## src/rtl/harvos_pkg.sv

```systemverilog
// Shared definitions for the trap path: privilege levels, trap sequencer
// states, interrupt bit positions and the CSR field positions it reads.
package harvos_pkg;

   typedef enum logic [1:0] {
      PRIV_U = 2'b00,
      PRIV_S = 2'b01,
      PRIV_M = 2'b11
   } priv_e;

   typedef enum logic [2:0] {
      ST_IDLE       = 3'd0,
      ST_FLUSH      = 3'd1,
      ST_COMMIT     = 3'd2,
      ST_REDIRECT   = 3'd3,
      ST_RET_FLUSH  = 3'd4,
      ST_RET_COMMIT = 3'd5
   } trap_state_e;

   // Supervisor interrupt bit positions in sip/sie (also the cause codes)
   localparam int IRQ_SSI = 1;
   localparam int IRQ_STI = 5;
   localparam int IRQ_SEI = 9;

   // sstatus field positions
   localparam int SSTATUS_SIE = 1;
   localparam int SSTATUS_SPP = 8;

   // Value of the scause MSB for an interrupt (0 for an exception)
   localparam logic CAUSE_INTR = 1'b1;

endpackage

```

## src/rtl/trap_sequencer_prio_enc.sv

```systemverilog
// Supervisor interrupt pending/enable evaluation and fixed-priority pick.
// Pending = sip | timer-elapsed (STI) | external line (SEI), masked by sie,
// gated by the global enable derived from the current privilege.
module trap_prio_enc
   import harvos_pkg::*;
#(
   parameter int XLEN = 32
) (
   input  priv_e            cur_priv,
   input  logic [XLEN-1:0]  sstatus_q,
   input  logic [XLEN-1:0]  sie_q,
   input  logic [XLEN-1:0]  sip_q,
   input  logic [XLEN-1:0]  time_value,
   input  logic [XLEN-1:0]  stimecmp_q,
   input  logic             ext_irq,
   output logic             take_irq,
   output logic [4:0]       irq_code
);

   logic            timer_hit;
   logic            glb_en;
   logic            sei_m;
   logic            ssi_m;
   logic            sti_m;
   logic            unused_bits;

   // Only the three supervisor interrupt bits and sstatus.SIE matter here
   assign unused_bits = ^{sstatus_q, sie_q, sip_q};

   // Pending/enable evaluation and priority SEI > SSI > STI
   always_comb begin
      timer_hit = (time_value >= stimecmp_q);
      glb_en    = (cur_priv == PRIV_U) ||
                  ((cur_priv == PRIV_S) && sstatus_q[SSTATUS_SIE]);
      sei_m     = (sip_q[IRQ_SEI] | ext_irq)   & sie_q[IRQ_SEI];
      ssi_m     =  sip_q[IRQ_SSI]              & sie_q[IRQ_SSI];
      sti_m     = (sip_q[IRQ_STI] | timer_hit) & sie_q[IRQ_STI];
      take_irq  = 1'b0;
      irq_code  = 5'd0;
      if (glb_en) begin
         if (sei_m) begin
            take_irq = 1'b1;
            irq_code = 5'(IRQ_SEI);
         end else if (ssi_m) begin
            take_irq = 1'b1;
            irq_code = 5'(IRQ_SSI);
         end else if (sti_m) begin
            take_irq = 1'b1;
            irq_code = 5'(IRQ_STI);
         end
      end
   end

endmodule

```

## src/rtl/trap_sequencer.sv

```systemverilog
// Supervisor trap/return sequencer. In IDLE it accepts one event (exception,
// interrupt or SRET), drains the pipeline via flush_req/flush_ack (bounded by
// FLUSH_TIMEOUT), then commits the CSR update and redirects fetch.
module trap_sequencer
   import harvos_pkg::*;
#(
   parameter int XLEN          = 32,
   parameter int FLUSH_TIMEOUT = 15
) (
   input  logic             clk,
   input  logic             rst,
   input  priv_e            cur_priv,
   input  logic [XLEN-1:0]  sstatus_q,
   input  logic [XLEN-1:0]  sie_q,
   input  logic [XLEN-1:0]  sip_q,
   input  logic [XLEN-1:0]  stvec_q,
   input  logic [XLEN-1:0]  sepc_q,
   input  logic [XLEN-1:0]  time_value,
   input  logic [XLEN-1:0]  stimecmp_q,
   input  logic             ext_irq,
   input  logic             exc_valid,
   input  logic [4:0]       exc_cause,
   input  logic [XLEN-1:0]  exc_pc,
   input  logic [XLEN-1:0]  exc_tval,
   input  logic [XLEN-1:0]  irq_pc,
   input  logic             sret_req,
   output logic             flush_req,
   input  logic             flush_ack,
   output logic             trap_set,
   output logic             trap_is_irq,
   output logic [XLEN-1:0]  trap_scause,
   output logic [XLEN-1:0]  trap_sepc,
   output logic [XLEN-1:0]  trap_stval,
   output logic             do_sret,
   output priv_e            next_priv,
   output logic             redirect_valid,
   output logic [XLEN-1:0]  redirect_pc,
   output logic             busy,
   output logic             flush_timeout_err
);

   localparam int                CNT_W     = $clog2(FLUSH_TIMEOUT + 1);
   localparam logic [CNT_W-1:0]  CNT_LIMIT = CNT_W'(FLUSH_TIMEOUT - 1);

   trap_state_e       state_q, state_d;
   logic [CNT_W-1:0]  cnt_q, cnt_d;
   logic [XLEN-1:0]   cause_q, cause_d;
   logic [XLEN-1:0]   epc_q, epc_d;
   logic [XLEN-1:0]   tval_q, tval_d;
   logic              err_q, err_d;
   logic              take_irq;
   logic [4:0]        irq_code;

   trap_prio_enc #(
      .XLEN (XLEN)
   ) u_prio (
      .cur_priv   (cur_priv),
      .sstatus_q  (sstatus_q),
      .sie_q      (sie_q),
      .sip_q      (sip_q),
      .time_value (time_value),
      .stimecmp_q (stimecmp_q),
      .ext_irq    (ext_irq),
      .take_irq   (take_irq),
      .irq_code   (irq_code)
   );

   // Latched trap record is presented continuously; trap_set qualifies it
   assign trap_scause       = cause_q;
   assign trap_sepc         = epc_q;
   assign trap_stval        = tval_q;
   assign busy              = (state_q != ST_IDLE);
   assign flush_timeout_err = err_q;

   // Next-state, capture of the accepted event and Moore outputs
   always_comb begin
      state_d        = state_q;
      cnt_d          = cnt_q;
      cause_d        = cause_q;
      epc_d          = epc_q;
      tval_d         = tval_q;
      err_d          = err_q;
      flush_req      = 1'b0;
      trap_set       = 1'b0;
      trap_is_irq    = 1'b0;
      do_sret        = 1'b0;
      redirect_valid = 1'b0;
      redirect_pc    = '0;
      next_priv      = PRIV_U;
      case (state_q)
         ST_IDLE: begin
            cnt_d = '0;
            // Exception beats interrupts beats SRET; losers are simply dropped
            if (exc_valid) begin
               cause_d = XLEN'(exc_cause);
               epc_d   = exc_pc;
               tval_d  = exc_tval;
               state_d = ST_FLUSH;
            end else if (take_irq) begin
               cause_d            = '0;
               cause_d[4:0]       = irq_code;
               cause_d[XLEN-1]    = CAUSE_INTR;
               epc_d              = irq_pc;
               tval_d             = '0;
               state_d            = ST_FLUSH;
            end else if (sret_req) begin
               state_d = ST_RET_FLUSH;
            end
         end
         ST_FLUSH, ST_RET_FLUSH: begin
            flush_req = 1'b1;
            // A missing ack after the budget is recorded, then treated as acked
            if (flush_ack || (cnt_q == CNT_LIMIT)) begin
               if (!flush_ack) begin
                  err_d = 1'b1;
               end
               cnt_d   = '0;
               state_d = (state_q == ST_FLUSH) ? ST_COMMIT : ST_RET_COMMIT;
            end else begin
               cnt_d = cnt_q + CNT_W'(1);
            end
         end
         ST_COMMIT: begin
            trap_set    = 1'b1;
            trap_is_irq = cause_q[XLEN-1];
            state_d     = ST_REDIRECT;
         end
         ST_REDIRECT: begin
            redirect_valid = 1'b1;
            redirect_pc    = stvec_q & ~XLEN'(3);
            state_d        = ST_IDLE;
         end
         ST_RET_COMMIT: begin
            do_sret        = 1'b1;
            redirect_valid = 1'b1;
            redirect_pc    = sepc_q;
            next_priv      = sstatus_q[SSTATUS_SPP] ? PRIV_S : PRIV_U;
            state_d        = ST_IDLE;
         end
         default: begin
            state_d = ST_IDLE;
         end
      endcase
   end

   // State, timeout counter, trap record and sticky timeout flag
   always_ff @(posedge clk) begin
      if (rst) begin
         state_q <= ST_IDLE;
         cnt_q   <= '0;
         cause_q <= '0;
         epc_q   <= '0;
         tval_q  <= '0;
         err_q   <= 1'b0;
      end else begin
         state_q <= state_d;
         cnt_q   <= cnt_d;
         cause_q <= cause_d;
         epc_q   <= epc_d;
         tval_q  <= tval_d;
         err_q   <= err_d;
      end
   end

endmodule
```

## config.mk

```make
export PLATFORM = sky130hd
export DESIGN_NAME = trap_sequencer
export DESIGN_NICKNAME = d
export VERILOG_FILES = /design/src/rtl/harvos_pkg.sv /design/src/rtl/trap_sequencer_prio_enc.sv /design/src/rtl/trap_sequencer.sv
export SDC_FILE = /design/constraint.sdc
export NUM_CORES = 1
export LEC_CHECK = 0
export ABC_AREA = 1
export CAP_MARGIN = 0
export CORE_AREA = 2 2 185 187
export CTS_CLUSTER_DIAMETER = 120
export DETAILED_ROUTE_END_ITERATION = 10
export DIE_AREA = 0 0 187 189
export DONT_BUFFER_PORTS = 1
export MAX_ROUTING_LAYER = met4
export PLACE_DENSITY = 0.3
export SYNTH_ARGS = -nofsm -noshare
export SYNTH_HDL_FRONTEND = slang
export SYNTH_SLANG_ARGS = --single-unit
export TNS_END_PERCENT = 50
```

## constraint.sdc

```tcl
create_clock -name clk -period 1.6 [get_ports clk]
set_input_delay 0.08 -clock clk [delete_from_list [all_inputs] [get_ports clk]]
set_output_delay 0.08 -clock clk [all_outputs]
set_load 0.01 [all_outputs]
```

==> results of run 1 <==
cells in the final DEF, fill, tap and decap left out, types with 13 or more instances in the layout:
cell / count
nor2_1: 24
o21ai_2: 19
conb_1: 27
inv_1: 67
nand3_1: 41
buf_4: 38
ha_1: 14
ha_4: 20
nand2_1: 256
a21oi_2: 38
buf_12: 19
nand2_2: 31
dfxtp_1: 75
a21oi_1: 43
o21ai_1: 13
per-layer routing:
layer  vias up  global-route usage, %
met5         -                      -
met1      2189                   13.1
met2       224                   21.1
met4         0                   2.90
li1       2468                      -
met3        22                   2.22
registers in the layout, summed over array words and instances, names as in the netlist:
register	cells
flush_timeout_err	1
state_q	3
trap_sepc	32
trap_stval	32
cnt_q	4
trap_scause	6
kinds of logic after synthesis:
group | share of synthesized area (%)
buffers and inverters | 14.7
AOI/OAI and AO/OA | 13.9
adders and majority gates | 8.63
DFF | 31.7
xor gates and xnor gates | 0.355
and+or+nand+nor | 30.8
other | 0.0760
how the worst max path moves through the flow:
stage | start | to | slack [ns]
floorplan | stimecmp_q[5] | trap_sepc[0] | -0.07
finish | state_q[0] | redirect_pc[3] | -0.07
CTS | state_q[0] | redirect_pc[17] | -0.14
detailed placement | stimecmp_q[11] | trap_sepc[4] | -0.44
global placement | time_value[0] | trap_sepc[8] | -0.45
global route | stimecmp_q[9] | trap_sepc[0] | -0.21
cell type report:
type | instances | area, sq um
clock inverters | 3 | 20.0
fillers | 3713 | 26100
well taps | 448 | 561
inverters | 90 | 398
multi-input cells | 570 | 3400
clock buffers | 12 | 256
repair buffers | 73 | 973
flip-flops and latches | 78 | 1570
worst max-delay path: stages, from the launching register on:
cell	delay, ns
dfxtp_2	0.33
buf_6	0.10
inv_4	0.03
nor3_4	0.15
buf_6	0.19
clkbuf_16	0.16
nand2_1	0.05
o21ai_1	0.08
buf_4	0.14
through the flow:
step	TNS, ns	power [mW]	std cells	area, sq um
floorplan	-2.07	5.07	805	5360
global placement	-28.97	6.66	1235	6040
detailed placement	-28.36	6.63	1235	6040
CTS	-4.06	9.91	1272	6860
global route	-15.29	10.8	1274	7180
finish	-2.26	10.0	1274	7180
power groups by stage:
stage	Sequential, mW	Combinational (mW)	Clock (mW)
6_report	2.97	5.05	1.98
3_3_place_gp	3.04	3.63	0
2_1_floorplan	2.82	2.25	0
3_5_place_dp	3.02	3.61	0
4_1_cts	2.99	4.82	2.10
5_1_grt	3.02	5.58	2.14
what timing repair did:
action | 4_1_cts | 5_1_grt
pin swaps | 11 | 30
gates resized for setup | 87 | 85
hold endpoints to repair | 72 | 69
endpoints found under the setup margin | 102 | 108
gates cloned | 7 | 2
buffers inserted | 12 | 2
==> results.sh, run 1 <==
export IMPL_synth_cell_area_sq_um=4930
export IMPL_min_to="trap_stval[6]"
export IMPL_p_per_area_nw_per_um2=1390
export IMPL_met1_length_mm=8.16
export IMPL_antenna_found_initial=2
export IMPL_syn_area_per_cell_sq_um=6.33
export IMPL_drtPass1Iterations=6
export IMPL_synth_flop_cell="dfxtp_1"
export IMPL_worstSetupPathType="register to output port"
export IMPL_endpoint_kind="output port"
export IMPL_port_buffers=0
export IMPL_core_area_sq_um=33300
export IMPL_cellLeakagePower_nw=3.12
export IMPL_grt_pass1_vias=4614
export IMPL_grt_use_total_pct=11.6
export IMPL_top_layer="met4"
export IMPL_ys_ff_latch=78
export IMPL_syn_to_final_growth_pct=45.5
export IMPL_ys_seq_area_share_pct=31.7
export IMPL_dpl_hpwl_mm=15.5
export IMPL_r2r_end="cnt_q[2]"
export IMPL_routabilityCongestion=0.722
export IMPL_arrival_ns=1.59
export IMPL_numCtsBuffers=9
export IMPL_postRouteAntennaNets=0
export IMPL_vias=4903
export IMPL_synth_edf_count=0
export IMPL_fmax_mhz=599
export IMPL_worstHoldStart="rst"
export IMPL_violations="negative hold slack, negative setup slack"
export IMPL_cp_max_fo=7
export IMPL_finalNetCount=1189
export IMPL_status="finished with violations"
export IMPL_cts_sinks=78
export IMPL_ys_types=25
export IMPL_yosysTopAreaCellShare_pct=31.7
export IMPL_routed_wl_met3_mm=1.33
export IMPL_cts_buffer_depth=2
export IMPL_setup_violations=65
export IMPL_grt_pass1_wl_mm=29.6
export IMPL_final_hold_viol_count=69
export IMPL_worstHoldPathCells=1
export IMPL_avgViaCountPerCell=3.85
export IMPL_hold_ws_ns=-0.207
export IMPL_p_switching_mw=3.98
export IMPL_clk_latency_ns=0.34
export IMPL_post_drt_wl_per_cell_um=16.3
export IMPL_hold_class="input port to register"
export IMPL_maxSlewViolCount=0
export IMPL_fp_row_count=67
export IMPL_power_internal_mw=6.02
export IMPL_yosys_area_top_type="dfxtp_1"
export IMPL_yosysMostFrequentCell="nand2_1"
export IMPL_layout_min_cycle_time_ns=1.67
export IMPL_wl_met2_mm=10.9
export IMPL_drc=0
export IMPL_fin_util_pct=21.6
export IMPL_period_share_pct=104
export IMPL_synthCells=779
export IMPL_die_area_sq_um=35300
export IMPL_rsz0062_at_grt="true"
export IMPL_antenna_cells=0
export IMPL_drive_gt1_share_pct=30.0
export IMPL_wl_mm=20.8
export IMPL_htree_levels=3
export IMPL_initialDrtViolationCount=168
export IMPL_die_h_um=189
export IMPL_vdd_drop_max_mv=0.656
export IMPL_path_clk_slew_ns=0.06
export IMPL_cts_tree="done"
export IMPL_place_ws_ns=-0.438
export IMPL_grt_overflow_total=0
export IMPL_grt_max_degree=71
export IMPL_cp_start_kind="register"
export IMPL_switching_share_pct=39.8
export IMPL_pin_count=470
export IMPL_pwr_share_comb_pct=50.5
export IMPL_skew_ns=0.00707
export IMPL_r2r_slack_ns=0.07
export IMPL_synth_area_leaders="dfxtp_1 32%, nand2_1 22%, ha_1 8.6%"
export IMPL_worst_slack_ns=-0.0698
export IMPL_ys_warn_count=0
export IMPL_crit_required_ns=1.52
export IMPL_reg2reg_from="state_q[0]"
export IMPL_maxCapViolations=0
export IMPL_power_frac_seq_pct=29.7
export IMPL_synth_async_reset_ratio_pct=0
export IMPL_clkPwrFrac_pct=19.8
export IMPL_yosys_top_cells_count="288 x nand2_1, 90 x inv_1, 78 x dfxtp_1"
export IMPL_dieWidth_um=187
export IMPL_postCtsHoldBufs=3
export IMPL_root_buffer="clkbuf_16"
export IMPL_r2r_cells=8
export IMPL_start_util_pct=14.8
(Power assumes the default switching activity.)
==> run 2, diff against run 1 <==
PLACE_DENSITY = default   (was 0.3)
==> run 2 against run 1 <==
The run still ends with negative hold slack, negative setup slack left. Register-to-register slack about the same. Largest power group unchanged. Highest routed layer unchanged. Routed wire length decreased by 7.2%. Die area unchanged. Clock-buffer cell count decreased by 2. Core utilization decreased by 0.72 points.
==> results.sh, run 2 (synthesis gave the netlist of run 1 again) <==
export IMPL_grt_use_total_pct=9.89
export IMPL_fp_row_count=67
export IMPL_cp_max_fo=31
export IMPL_post_drt_wl_per_cell_um=15.2
export IMPL_path_clk_slew_ns=0.06
export IMPL_vias=5026
export IMPL_final_cell_mix="258 x nand2_1, 76 x dfxtp_1, 67 x inv_1, 57 x a21oi_1, 49 x buf_4"
export IMPL_rsz0062_at_grt="true"
export IMPL_place_ws_ns=-0.376
export IMPL_max_stage_delay_ns=0.33
export IMPL_setup_violations=18
export IMPL_worst_slack_ns=-0.0899
export IMPL_cts_tree="done"
export IMPL_root_buffer="clkbuf_16"
export IMPL_dpl_hpwl_mm=13.6
export IMPL_post_route_cell_area_sq_um=6940
export IMPL_avgViaCountPerCell=3.95
export IMPL_finalNetCount=1189
export IMPL_grtUsageMet1_pct=10.4
export IMPL_crit_required_ns=1.52
export IMPL_postCtsHoldBufs=3
export IMPL_numCtsBuffers=9
export IMPL_total_power_mw=9.64
export IMPL_period_share_pct=106
export IMPL_layout_min_cycle_time_ns=1.69
export IMPL_worstSetupPathType="register to output port"
export IMPL_initialDrtViolationCount=147
export IMPL_status="finished with violations"
export IMPL_clk_latency_ns=0.35
export IMPL_grt_pass1_wl_mm=26.0
export IMPL_drc=0
export IMPL_arrival_ns=1.61
export IMPL_htree_levels=3
export IMPL_antenna_found_initial=0
export IMPL_port_buffers=0
export IMPL_cts_sinks=78
export IMPL_grt_util_met3_pct=2.78
export IMPL_final_common_cell="nand2_1"
export IMPL_die_area_sq_um=35300
export IMPL_cp_cell_sequence="buf_6 -> buf_4 -> nand3_1 -> buf_12 -> o21ai_0 -> buf_4"
export IMPL_syn_to_final_growth_pct=40.6
export IMPL_maxSlewViolCount=0
export IMPL_cpMaxStageDelayCell="dfxtp_2"
export IMPL_core_area_sq_um=33300
export IMPL_pin_count=470
export IMPL_dpl_instance_area_sq_um=5970
export IMPL_grt_overflow_total=0
export IMPL_skew_ns=0.0120
export IMPL_fill_cells=3674
export IMPL_crit_top_cell="buf_4"
export IMPL_violations="negative hold slack, negative setup slack"
export IMPL_cp_start_kind="register"
export IMPL_fmax_mhz=592
export IMPL_grt_max_degree=71
export IMPL_final_hold_viol_count=69
export IMPL_maxCapViolations=0
export IMPL_seqCellArea_sq_um=1560
export IMPL_p_per_area_nw_per_um2=1390
export IMPL_dieWidth_um=187
export IMPL_postRouteAntennaNets=0
export IMPL_cts_buffer_depth=2
export IMPL_drive_gt1_share_pct=25.7
export IMPL_start_util_pct=14.8
export IMPL_die_h_um=189
export IMPL_hold_ws_ns=-0.182
export IMPL_grt_pass1_vias=4609
export IMPL_wl_mm=19.3
export IMPL_multi_input_area_sq_um=3260
export IMPL_fin_cells=1273
export IMPL_use_met2_pct=17.7
export IMPL_vdd_drop_max_mv=0.434
export IMPL_antenna_cells=0
export IMPL_busiest_layer="met2"
export IMPL_setup_tns_ns=-0.812
export IMPL_endpoint_kind="output port"
export IMPL_placedCellCount=1238
export IMPL_cellLeakagePower_nw=3.05
export IMPL_routabilityCongestion=0.846
export IMPL_drtPass1Iterations=4
export IMPL_hold_class="input port to register"
run 2: cell type report:
| cell class | count | area share [%] |
|---|---|---|
| well taps | 448 | 8.08 |
| clock inverters | 4 | 1.05 |
| inverters | 90 | 5.75 |
| clock buffers | 10 | 3.45 |
| repair buffers | 73 | 12.1 |
| flip-flops and latches | 78 | 22.5 |
| multi-input cells | 570 | 47.0 |
run 2: power by group:
part           internal (mW)  switching (mW)
Clock                   1.39           0.840
Sequential              2.39           0.561
Combinational           1.95            2.50
run 2: critical path: cells and delay by family, from the launching register on:
family / cells / cell delay, ns
flops: 1 / 0.33
compound gates: 1 / 0.24
buf+inv: 4 / 0.57
simple gates: 1 / 0.11
run 2: final timing paths:
| kind | start | to | slack, ns | depth (start not counted) |
|---|---|---|---|---|
| min | rst | trap_stval[5] | -0.18 | 1 |
| max reg2reg | state_q[1] | trap_sepc[10] | 0.06 | 8 |
| min reg2reg | trap_stval[7] | trap_stval[7] | 0.50 | 2 |
| max | state_q[0] | redirect_pc[21] | -0.09 | 6 |
run 2: metal layers:
| metal | share of wire [%] | up-vias |
|---|---|---|
| met5 | 0 | - |
| met1 | 38 | 2277 |
| met3 | 7.6 | 20 |
| li1 | - | 2462 |
| met4 | 1.6 | 0 |
| met2 | 52 | 267 |
run 2: timing repair:
action | CTS | global route
setup buffers | 4 | 5
hold endpoints to repair | 72 | 69
setup endpoints to repair | 35 | 113
gates resized for setup | 25 | 75
cloned | 2 | 7
pin swaps | 2 | 34
run 2: metrics by stage:
stage	utilization, %	hold WS [ns]
floorplan	-	0.245
global placement	17.9	0.150
detailed placement	17.9	0.150
CTS	19.4	-0.219
global route	20.8	-0.215
finish	20.8	-0.182
==> run 3, diff against run 2 <==
PLACE_DENSITY_LB_ADDON = 0.1   (was default)
==> run 3 against run 2 <==
Sequential share of layout area rose by 0.46 points. Worst hold slack got worse by 0.0035 ns. The flow still finishes with violations (negative hold slack, negative setup slack). Largest power group unchanged. Die area did not move. Critical endpoint is now redirect_pc[29]. Clock power fell by 13%. Design area fell by 2.1%. Register-to-register slack improved by 0.08 ns. Critical path depth rose by 1. Non-clock buffer count fell by 12. Maximum frequency rose by 0.75%. First-iteration DRC count fell by 34%. Worst setup slack improved by 0.013 ns. Clock-buffer cell count rose by 2.
==> results.sh, run 3 (synthesis gave the netlist of run 1 again) <==
export IMPL_wl_met2_mm=11.0
export IMPL_postCtsHoldBufs=3
export IMPL_violations="negative hold slack, negative setup slack"
export IMPL_met1_length_mm=7.89
export IMPL_r2r_end="cnt_q[2]"
export IMPL_min_to="trap_stval[7]"
export IMPL_worst_slack_ns=-0.0774
export IMPL_final_cell_mix="252 x nand2_1, 77 x dfxtp_1, 68 x inv_1, 63 x a21oi_1, 41 x nand3_1"
export IMPL_period_share_pct=105
export IMPL_postRouteAntennaNets=0
export IMPL_skew_ns=0.00530
export IMPL_cp_cell_sequence="buf_4 -> nor3_4 -> buf_6 -> buf_16 -> nand2_1 -> o21ai_1 -> buf_4"
export IMPL_initialDrtViolationCount=97
export IMPL_worstSetupPathType="register to output port"
export IMPL_place_ws_ns=-0.431
export IMPL_power_frac_seq_pct=32.7
export IMPL_maxCapViolations=0
export IMPL_grt_pass1_wl_mm=28.7
export IMPL_cts_buffer_depth=2
export IMPL_reg2reg_from="state_q[0]"
export IMPL_dieWidth_um=187
export IMPL_vdd_drop_max_mv=0.524
export IMPL_drive_gt1_share_pct=26.3
export IMPL_fmax_mhz=596
export IMPL_grt_max_degree=71
export IMPL_dpl_hpwl_mm=15.0
export IMPL_numCtsBuffers=9
export IMPL_dpl_instance_area_sq_um=5910
export IMPL_avgViaCountPerCell=3.89
export IMPL_rsz0062_at_grt="true"
export IMPL_drtPass1Iterations=4
export IMPL_hold_ws_ns=-0.186
export IMPL_cp_max_fo=8
export IMPL_status="finished with violations"
export IMPL_path_clk_slew_ns=0.06
export IMPL_routabilityCongestion=0.694
export IMPL_layout_min_cycle_time_ns=1.68
export IMPL_core_area_sq_um=33300
export IMPL_crit_top_cell="buf_4"
export IMPL_fill_cells=3756
export IMPL_cpMaxStageDelayCell="dfxtp_1"
export IMPL_cp_start_kind="register"
export IMPL_wl_mm=20.7
export IMPL_port_buffers=0
export IMPL_cts_tree="done"
export IMPL_finalNetCount=1177
export IMPL_setup_violations=33
export IMPL_grt_pass1_vias=4784
export IMPL_grt_use_total_pct=11.1
export IMPL_power_internal_mw=5.24
export IMPL_r2r_cells=8
export IMPL_arrival_ns=1.60
export IMPL_root_buffer="clkbuf_16"
export IMPL_die_area_sq_um=35300
export IMPL_vias=4905
export IMPL_post_drt_wl_per_cell_um=16.4
export IMPL_pwr_share_comb_pct=45.8
export IMPL_worstHoldPathCells=1
export IMPL_grt_overflow_total=0
export IMPL_die_h_um=189
export IMPL_p_switching_mw=3.81
export IMPL_cellLeakagePower_nw=2.97
export IMPL_crit_required_ns=1.52
export IMPL_final_common_cell="nand2_1"
export IMPL_endpoint_kind="output port"
export IMPL_routed_wl_met3_mm=1.31
export IMPL_max_stage_delay_ns=0.31
export IMPL_antenna_found_initial=0
export IMPL_clk_latency_ns=0.34
export IMPL_fp_row_count=67
export IMPL_placedCellCount=1228
export IMPL_htree_levels=3
export IMPL_antenna_cells=0
export IMPL_pin_count=470
export IMPL_final_hold_viol_count=69
export IMPL_switching_share_pct=42.1
export IMPL_cts_sinks=78
export IMPL_maxSlewViolCount=0
export IMPL_p_per_area_nw_per_um2=1330
export IMPL_worstHoldStart="rst"
export IMPL_r2r_slack_ns=0.14
export IMPL_syn_to_final_growth_pct=37.7
export IMPL_drc=0
export IMPL_clkPwrFrac_pct=21.5
export IMPL_hold_class="input port to register"
export IMPL_post_route_cell_area_sq_um=6790
export IMPL_fin_cells=1262
export IMPL_start_util_pct=14.8
export IMPL_top_layer="met4"
run 3: cell count changes in the layout (fill, tap and decap cells not counted), sizes merged:
cell,change
buf,-9
bufinv,-2
clkinv,+2
clkbuf,-1
clkinvlp,-1
run 3: power by group through the flow:
stage / Combinational [mW] / Clock [mW] / Sequential (mW)
4_1_cts: 3.67 / 2.06 / 2.99
2_1_floorplan: 2.25 / 0 / 2.82
5_1_grt: 4.59 / 2.12 / 3.02
3_3_place_gp: 3.30 / 0 / 3.04
6_report: 4.15 / 1.94 / 2.96
3_5_place_dp: 3.27 / 0 / 3.02
run 3: critical path: cells and delay by family, from the launching register on:
kind / cells / cell delay [ns]
buffers and inverters: 4 / 0.57
and+or+nand+nor: 2 / 0.33
DFF: 1 / 0.31
AOI/OAI and AO/OA: 1 / 0.06
run 3: what timing repair did:
item | CTS | global route
buffers inserted | 7 | 2
pin swaps | 4 | 22
endpoints found under the setup margin | 68 | 111
cloned | 4 | 4
hold endpoints to repair | 72 | 69
resized for setup | 76 | 61
run 3: how the worst max path moves through the flow:
stage	cells past startpoint	slack [ns]	startpoint	endpoint
6_report	7	-0.08	state_q[1]	redirect_pc[29]
5_1_grt	19	-0.18	time_value[0]	trap_sepc[12]
4_1_cts	8	-0.13	state_q[0]	redirect_pc[16]
3_5_place_dp	18	-0.43	stimecmp_q[3]	trap_sepc[8]
3_3_place_gp	18	-0.46	time_value[0]	trap_sepc[10]
2_1_floorplan	17	-0.07	stimecmp_q[5]	trap_sepc[0]
run 3: cell type report:
class / instances / area, sq um / area share, %
inverter: 90 / 400 / 5.90
clock buffer: 12 / 246 / 3.63
clock inverter: 3 / 21.3 / 0.313
timing repair buffer: 61 / 717 / 10.6
tap: 448 / 561 / 8.25
multi-input combinational: 570 / 3280 / 48.3
sequential: 78 / 1560 / 23.0
run 3: per-stage QoR:
step                      hold slack [ns]  total power [mW]  setup TNS (ns)  util, %
after global placement              0.154              6.34          -27.78     17.8
final                              -0.186              9.06          -0.986     20.4
after detailed placement            0.155              6.29          -25.67     17.8
after global routing               -0.220              9.73          -12.62     20.4
after floorplan                     0.245              5.07           -2.07        -
after CTS                          -0.220              8.72           -4.50     19.6
run 3: per-layer routing:
| layer | vias up | GRT usage (%) |
|---|---|---|
| met3 | 27 | 3.10 |
| met1 | 2197 | 11.3 |
| met2 | 240 | 20.5 |
| met5 | - | - |
| li1 | 2441 | - |
| met4 | 0 | 3.88 |
